<file path="src/rtl/bus_xfer_if.sv">
// bus_xfer_if: request handshake plus bus enable/load lines of bus_xfer_ctrl.
// BUS_XFER_CTRL_STATS_EN adds the xfer_count/err_count statistics lines.
interface bus_xfer_if #(
    parameter int NSRC = 4,
    parameter int NDST = 4
);
    localparam int SW = $clog2(NSRC);
    localparam int DW = $clog2(NDST);
    logic            req_valid;
    logic            req_ready;
    logic [SW-1:0]   req_src;
    logic [DW-1:0]   req_dst;
    logic [NSRC-1:0] src_en;
    logic [NDST-1:0] dst_load;
    logic            busy;
    logic            done;
    logic            err;
`ifdef BUS_XFER_CTRL_STATS_EN
    logic [15:0]     xfer_count;
    logic [7:0]      err_count;
    modport master (output req_valid, req_src, req_dst,
                    input req_ready, src_en, dst_load, busy, done, err, xfer_count, err_count);
    modport slave (input req_valid, req_src, req_dst,
                   output req_ready, src_en, dst_load, busy, done, err, xfer_count, err_count);
`else
    modport master (output req_valid, req_src, req_dst,
                    input req_ready, src_en, dst_load, busy, done, err);
    modport slave (input req_valid, req_src, req_dst,
                   output req_ready, src_en, dst_load, busy, done, err);
`endif
endinterface

</file>
<file path="src/rtl/bus_xfer_ctrl.sv">
// bus_xfer_ctrl: break-before-make sequencer for the data-bus tri-state buffers.
// BUS_XFER_CTRL_STATS_EN adds transfer/reject counters on the interface.
module bus_xfer_ctrl #(
    parameter int NSRC        = 4,
    parameter int NDST        = 4,
    parameter int DEAD_CYCLES = 1
) (
    input logic       clk,
    input logic       reset,
    bus_xfer_if.slave bus
);
    localparam int SW = $clog2(NSRC);
    localparam int DW = $clog2(NDST);
    localparam int CW = DEAD_CYCLES > 1 ? $clog2(DEAD_CYCLES) : 1;
    localparam logic [SW:0] SRC_LIM = NSRC[SW:0];
    localparam logic [DW:0] DST_LIM = NDST[DW:0];
    typedef enum logic [1:0] {IDLE, DRIVE, LOAD, RELEASE} state_t;
    state_t          state, state_n;
    logic [SW-1:0]   src_q, src_n;
    logic [DW-1:0]   dst_q, dst_n;
    logic [CW-1:0]   cnt, cnt_n;
    logic [NSRC-1:0] src_en_n;
    logic [NDST-1:0] dst_load_n;
    logic            done_n, err_n, accept, legal;
    assign accept = bus.req_valid && bus.req_ready;
    assign legal  = ({1'b0, bus.req_src} < SRC_LIM) && ({1'b0, bus.req_dst} < DST_LIM);
    always_comb begin
        state_n    = state;
        src_n      = src_q;
        dst_n      = dst_q;
        cnt_n      = cnt;
        src_en_n   = '0;
        dst_load_n = '0;
        done_n     = 1'b0;
        err_n      = 1'b0;
        case (state)
            IDLE: if (accept) begin
                if (legal) begin
                    state_n  = DRIVE;
                    src_n    = bus.req_src;
                    dst_n    = bus.req_dst;
                    src_en_n = NSRC'(1) << bus.req_src;
                end else
                    err_n = 1'b1;
            end
            DRIVE: begin
                state_n    = LOAD;
                src_en_n   = NSRC'(1) << src_q;
                dst_load_n = NDST'(1) << dst_q;
            end
            LOAD: begin
                state_n = RELEASE;
                done_n  = 1'b1;
                cnt_n   = CW'(DEAD_CYCLES - 1);
            end
            RELEASE: begin
                state_n = cnt == '0 ? IDLE : RELEASE;
                cnt_n   = cnt == '0 ? cnt : cnt - CW'(1);
            end
            default: state_n = IDLE;
        endcase
    end
    // Output flops clear on the reset edge itself so the buffers release the bus at once.
    always_ff @(posedge clk or posedge reset) begin
        if (reset) begin
            state         <= IDLE;
            src_q         <= '0;
            dst_q         <= '0;
            cnt           <= '0;
            bus.src_en    <= '0;
            bus.dst_load  <= '0;
            bus.done      <= 1'b0;
            bus.err       <= 1'b0;
            bus.busy      <= 1'b0;
            bus.req_ready <= 1'b1;
        end else begin
            state         <= state_n;
            src_q         <= src_n;
            dst_q         <= dst_n;
            cnt           <= cnt_n;
            bus.src_en    <= src_en_n;
            bus.dst_load  <= dst_load_n;
            bus.done      <= done_n;
            bus.err       <= err_n;
            bus.busy      <= state_n != IDLE;
            bus.req_ready <= state_n == IDLE;
        end
    end
`ifdef BUS_XFER_CTRL_STATS_EN
    logic [15:0] xfer_cnt;
    logic [7:0]  err_cnt;
    always_ff @(posedge clk or posedge reset) begin
        if (reset) begin
            xfer_cnt <= '0;
            err_cnt  <= '0;
        end else begin
            if (done_n)
                xfer_cnt <= xfer_cnt + 16'd1;
            if (err_n && err_cnt != 8'hFF)
                err_cnt <= err_cnt + 8'd1;
        end
    end
    assign bus.xfer_count = xfer_cnt;
    assign bus.err_count  = err_cnt;
`endif
endmodule

</file>
<file path="src/flat_wrapper.sv">
// flat-port wrapper written by rule: the top's interface ports become plain ports
module bus_xfer_ctrl_flat 
#(
    parameter int NSRC        = 4,
    parameter int NDST        = 4,
    parameter int DEAD_CYCLES = 1
)
  (clk, reset, bus_req_valid, bus_req_src, bus_req_dst, bus_req_ready, bus_src_en, bus_dst_load, bus_busy, bus_done, bus_err);
  bus_xfer_if #(.NSRC(NSRC), .NDST(NDST)) bus_i ();
  input logic clk;
  input logic reset;
  input wire logic [$bits(bus_i.req_valid)-1:0] bus_req_valid;
  input wire logic [$bits(bus_i.req_src)-1:0] bus_req_src;
  input wire logic [$bits(bus_i.req_dst)-1:0] bus_req_dst;
  output wire logic [$bits(bus_i.req_ready)-1:0] bus_req_ready;
  output wire logic [$bits(bus_i.src_en)-1:0] bus_src_en;
  output wire logic [$bits(bus_i.dst_load)-1:0] bus_dst_load;
  output wire logic [$bits(bus_i.busy)-1:0] bus_busy;
  output wire logic [$bits(bus_i.done)-1:0] bus_done;
  output wire logic [$bits(bus_i.err)-1:0] bus_err;
  assign bus_i.req_valid = bus_req_valid;
  assign bus_i.req_src = bus_req_src;
  assign bus_i.req_dst = bus_req_dst;
  assign bus_req_ready = bus_i.req_ready;
  assign bus_src_en = bus_i.src_en;
  assign bus_dst_load = bus_i.dst_load;
  assign bus_busy = bus_i.busy;
  assign bus_done = bus_i.done;
  assign bus_err = bus_i.err;
  bus_xfer_ctrl #(.NSRC(NSRC), .NDST(NDST), .DEAD_CYCLES(DEAD_CYCLES)) u_core (.clk(clk), .reset(reset), .bus(bus_i));
endmodule
</file>
<file path="config.mk">
export PLATFORM = sky130hd
export DESIGN_NAME = bus_xfer_ctrl_flat
export DESIGN_NICKNAME = d
export VERILOG_FILES = /design/src/rtl/bus_xfer_if.sv /design/src/rtl/bus_xfer_ctrl.sv /design/src/flat_wrapper.sv
export SDC_FILE = /design/constraint.sdc
export NUM_CORES = 1
export LEC_CHECK = 0
export CAP_MARGIN = 40
export CORE_MARGIN = 5
export CORE_UTILIZATION = 49
export DETAILED_ROUTE_END_ITERATION = 12
export PLACE_DENSITY = 0.8
export SLEW_MARGIN = 15
export SYNTH_ARGS = -nofsm -noshare
export SYNTH_HDL_FRONTEND = slang
export SYNTH_SLANG_ARGS = --single-unit
export TNS_END_PERCENT = 5
</file>
<file path="constraint.sdc">
create_clock -name clk -period 1.85 [get_ports clk]
set_input_delay 0.2775 -clock clk [delete_from_list [all_inputs] [get_ports clk]]
set_output_delay 0.2775 -clock clk [all_outputs]
set_load 0.01 [all_outputs]
</file>
### Word-level counts from Yosys, hierarchy flattened

Cells that the tools add are included.

| storage, ports and cells | value |
|---|---|
| bits of input ports | 7 |
| flip-flop bits (word level) | 18 |
| logic and storage cells | 31 |
| output and inout port bits | 12 |

| cells by class | value |
|---|---|
| reductions and logical operators | 6 |
| shift operators | 3 |
| equal/unequal tests | 3 |
| multiplexer cells | 9 |
| $add $sub $neg | 1 |

Operators with widths:

| operator | count |
|---|---|
| << shifter 1 x 2 -> 4 bit (first input constant) | 3 |
| two-way mux 4 bit | 2 |
| one-hot mux 2 bit (4 select lines) | 1 |
| one-hot mux 4 bit (2 select lines) | 1 |
| equality test 2 bit (second input constant) | 2 |
| logical NOT 2 bit | 2 |
| two-way mux 2 bit | 2 |
| nonzero test 2 bit | 2 |
| equality test 2 x 1 -> 1 bit (second input constant) | 1 |
| two-way mux 1 bit | 2 |
| one-hot mux 1 bit (2 select lines) | 1 |
| AND reduction 2 bit | 1 |
| logical AND 1 bit | 1 |
| subtractor 1 bit (second input constant) | 1 |

### Logic depth before layout (Yosys ltp)

| depth | value |
|---|---|
| word-level depth | 4 |
| depth in mapped cells | 5 |
| mapped depth without buffers | 4 |

### Least setup slack after synthesis

Ideal clock, no wire load.

| timing path | value |
|---|---|
| kind | reg-to-reg |
| start point | reg u_core.state[0] |
| end point | reg u_core.dst_q[0] |
| period minus slack after synthesis | 1.214 ns |
| path buffers | 0 |
| data arrival time | 1.089 ns |
| required time | 1.725 ns |
| stages on the path, launching flop included | 5 |
| slack | 0.636 ns |
| library setup time | 0.125 ns |
| path through | dfrtp_1 > inv_1 > ha_1 > nand3_4 > mux2_4 |

| between the ends | value |
|---|---|
| cells in the longest elaborated chain, start to end | 2 |

Ends and longest elaborated chain:

| item | line | RTL |
|---|---|---|
| from (decl) | bus_xfer_ctrl.sv:18 | `state_t state, state_n;` |
| from (signal assigned) | bus_xfer_ctrl.sv:77 | `state <= state_n;` |
| logical NOT 2 bit | bus_xfer_ctrl.sv:36 | `case (state)` |
| AND reduction 2 bit (no source line) | n/a |  |
| to (signal assigned) | bus_xfer_ctrl.sv:79 | `dst_q <= dst_n;` |
| to (decl) | bus_xfer_ctrl.sv:20 | `logic [DW-1:0] dst_q, dst_n;` |

Every way passes these cells.
A chain may end at the register's enable or synchronous reset.

### Final worst setup path

| timing path | value |
|---|---|
| start point | reg u_core.bus.req_ready |
| end point | out bus_req_ready |

RTL lines:

| item | line | RTL |
|---|---|---|
| from (decl) | bus_xfer_if.sv:29 | `output req_ready, src_en, dst_load, busy, done, err);` |
| from (signal assigned) | bus_xfer_ctrl.sv:75 | `bus.req_ready <= 1'b1;` |
| from (signal assigned) | bus_xfer_ctrl.sv:86 | `bus.req_ready <= state_n == IDLE;` |
| to (decl) | flat_wrapper.sv:15 | `output wire logic [$bits(bus_i.req_ready)-1:0] bus_req_ready;` |

No word-level cell between the ends.

==> results list <==
* Run status: finished clean
- The clock period could shrink to 1.73 ns.
- Horizontal extent of the die: 48.7 um
- Final setup violation count: 0
- Setup slack, reg-to-reg: 0.46 ns
- Critical path fanouts, max: 5
- Top cells by count, synth: sky130_fd_sc_hd__dfrtp_1, sky130_fd_sc_hd__ha_1, sky130_fd_sc_hd__inv_1, sky130_fd_sc_hd__mux2_4
- Post-CTS setup buffers: 0
- Capturing element type of the critical path: output pin
* Detail Placement HPWL: 964 um
- Per report_power, the clock group accounts for 14.8% of the total.
* Final hold violations: 0
- For the worst setup path, the data required time is 1.57 ns.
- Worst-Skew Late Latency: 0.29 ns
- Unrepaired setup endpoints after global routing: no
- Cell leakage power: 0.456 nW
* Uppermost routed layer: met3
* Total of buffers placed on input and output ports: 17
- The cell count after synthesis came out at 55.
* Die Area: 2370 um2
- Critical Path Start Type: register
* Relative contribution of sequential cells to total power: 44.8%
- After layout, the design draws a total of 1.35 mW.
* Core area: 1470 um2
- The total overflow left after global routing is 0.
* Top Family by Delay on Critical Path: flip-flops
* Hold Path Class: input port to async pin
- Across the VDD grid, the largest voltage drop is 0.780 mV.
- Of the total power, the share spent switching nets is 34.5%.
- Ys Warns: 0
* Cell taking the most area after synthesis: sky130_fd_sc_hd__dfrtp_1
- Post-Route Hold Slack: 0.349 ns
* Dominant cell by count in the synthesized netlist: sky130_fd_sc_hd__dfrtp_1
- Cells traversed along the worst timing path: clkdlybuf4s50_1
- Drt first-iter violations: 8
- Relative contribution of combinational cells to total power: 40.4%
- The final layout contains 87 nets.
- Counting flops with a built-in enable in the synthesized netlist gives 0.
- After filler insertion, the fill cell instance count of the layout stands at 116.
* Post-synthesis sequential element count: 17
- The die is 48.7 um tall.
- The number of buffers and inverters on the critical path is 1.
* Class of the most critical setup path: register to output pin
* Cell types with the largest area share after synthesis: sky130_fd_sc_hd__dfrtp_1, sky130_fd_sc_hd__ha_1, sky130_fd_sc_hd__mux2_4
* Post-Syn Area: 734 um2
- Max-Slew Margin vs Limit: 59.6%
* Fmax: 579 MHz
- For this run, asynchronously set or reset flops after synthesis account for 100%.
- Average instance area after synthesis: 13.4 um2
* Number of max-slew violations in the final report: 0
- Once the floorplan was initialized, standard cells occupied 49.9% of the core.
- The clock passes through at most 2 buffers.
- Internal Dissipation: 885 uW
- The tool flagged a number of max-cap violations equal to 0.
- On the worst path, the slowest cell contributes a delay of 0.60 ns.
* Site row count: 14
- The pre-antenna-repair detailed-routing pass consisted of 4 iterations.
- After detailed routing, the met2 layer carries 633 um of wire.
- After routing, the total negative slack on setup checks comes to 0 ns.
- The synthesized design devotes to its leading area cell type 54.5% of total area.
- Pin placement for this block handled 19 I/O pins.
- Routed wl met3: 91 um
- The number of hold buffers added after CTS was 0.
* Wire length of the first global-routing pass: 2.17 mm
* Synth-to-layout area growth: 27.6%
- PnR worst setup slack: 0.124 ns
- Antenna-violating nets left: 0
- Antenna diodes: 0
- Clock buffer count from CTS: 3
- Gates resized during post-CTS repair numbered 0.
- Vias in the first global route: 501
* CP max stage cell: sky130_fd_sc_hd__dfstp_2
- For this block, the routed nets add up to 1.28 mm of wire.
- Sequential share of the synthesized area: 58.1%
- For the pin with the worst max-slew slack, the measured transition is 0.605 ns.
- Global Route Usage Sum: 11.6%
* Number of H-tree levels: 1
- Power per unit of standard cell area: 1440 nW/um2
- Dividing the detail-routed wire length by the instance count gives 14.2 um.
- CTS saw 17 sinks.
- At the end of routability-driven placement, the weighted congestion stood at 0.714.
- The post-route netlist has 12.2% of its cells at a drive strength greater than 1.
- For the final database, setup skew stands at 0.00212 ns.
* Number of distinct library cell variants in the gate-level netlist after synthesis: 25
- Setup Slack @ Placement: 0.425 ns
* Data arrival time of the worst path: 1.45 ns
* Pin count of the biggest net entering global routing: 18
* Power spent charging and discharging nets: 466 uW
- Clk root buf: sky130_fd_sc_hd__clkbuf_4
- Clock slew at the register clock pins of the worst setup and hold paths: 0.10 ns
* CTS tree: built
- Commonest register cell after synthesis: sky130_fd_sc_hd__dfrtp_1
* DRT met1 WL: 556 um
- The number of nets in the synthesized netlist is 67.
- The routed layout has 480 vias.
- In the routed layout, each cell is associated on average with a via count of 5.33.
* Initial antenna violation count: 0
- Final cycle utilization of the critical path: 93.3%
- After detailed routing, the number of remaining DRC violations is 0.
layer usage:
layer,track usage (%),vias up
met2,19.8,21
li1,-,231
met5,0,-
met1,13.7,228
met3,3.37,0
met4,4.04,0
flip-flops by register name (all words and copies together), names as in the netlist:
register              cells
u_core.src_q              2
u_core.bus.dst_load       4
u_core.dst_q              2
u_core.state              2
u_core.bus.src_en         4
u_core.bus.req_ready      1
u_core.bus.done           1
u_core.bus.busy           1
area by class of cell:
type | instances | area [um2] | share of cell area [%]
flip-flops and latches | 17 | 427 | 45.5
multi-input cells | 31 | 274 | 29.2
repair buffers | 17 | 170 | 18.2
clock buffers | 3 | 22.5 | 2.40
well taps | 16 | 20.0 | 2.14
inverters | 5 | 18.8 | 2.00
clock inverters | 1 | 5.00 | 0.534
cells by family after synthesis:
| family | share of synthesized area, % |
|---|---|
| flops | 58.1 |
| simple gates | 10.7 |
| compound gates | 10.1 |
| buf+inv | 4.60 |
| fa+ha+maj | 8.52 |
| mux | 7.50 |
| other cells | 0.511 |
path summary, 6_finish.rpt:
kind,depth (start not counted),end,from
setup / recovery,1,bus_req_ready,u_core.bus.req_ready$_DFF_PP1_
hold / removal,2,u_core.dst_q[0]$_DFFE_PP0P_,reset
setup reg to reg,4,u_core.bus.src_en[1]$_DFF_PP0_,u_core.state[0]$_DFF_PP0_
hold reg to reg,1,u_core.bus.src_en[2]$_DFF_PP0_,u_core.src_q[0]$_DFFE_PP0P_
max in group asynchronous,2,u_core.state[0]$_DFF_PP0_,reset
min in group clk,1,u_core.bus.src_en[2]$_DFF_PP0_,u_core.src_q[0]$_DFFE_PP0P_
power groups by stage:
stage,Combinational [mW],Clock [mW],Sequential (mW)
after floorplan,0.334,0,0.624
after global placement,0.540,0,0.605
after detailed placement,0.553,0,0.612
after CTS,0.556,0.204,0.603
after global routing,0.604,0.224,0.619
final,0.546,0.200,0.605
cells in the final DEF (no fill, tap or decap), drive strengths merged, types with 2 or more instances in the layout:
cell,netlist,layout
dfrtp,16,16
a21o,2,2
clkbuf,0,3
o22ai,2,2
mux2,3,3
nand4,2,2
nor2,2,2
inv,5,5
ha,5,5
clkdlybuf4s50,0,17
per-stage QoR:
stage                     cells  area (um2)  utilization (%)
after floorplan              55         734                -
final                        90         937             63.7
after CTS                    90         937             63.7
after detailed placement     86         910             61.8
after global routing         90         937             63.7
after global placement       86         910             61.8
No activity file was read; power rests on OpenSTA's default activity.
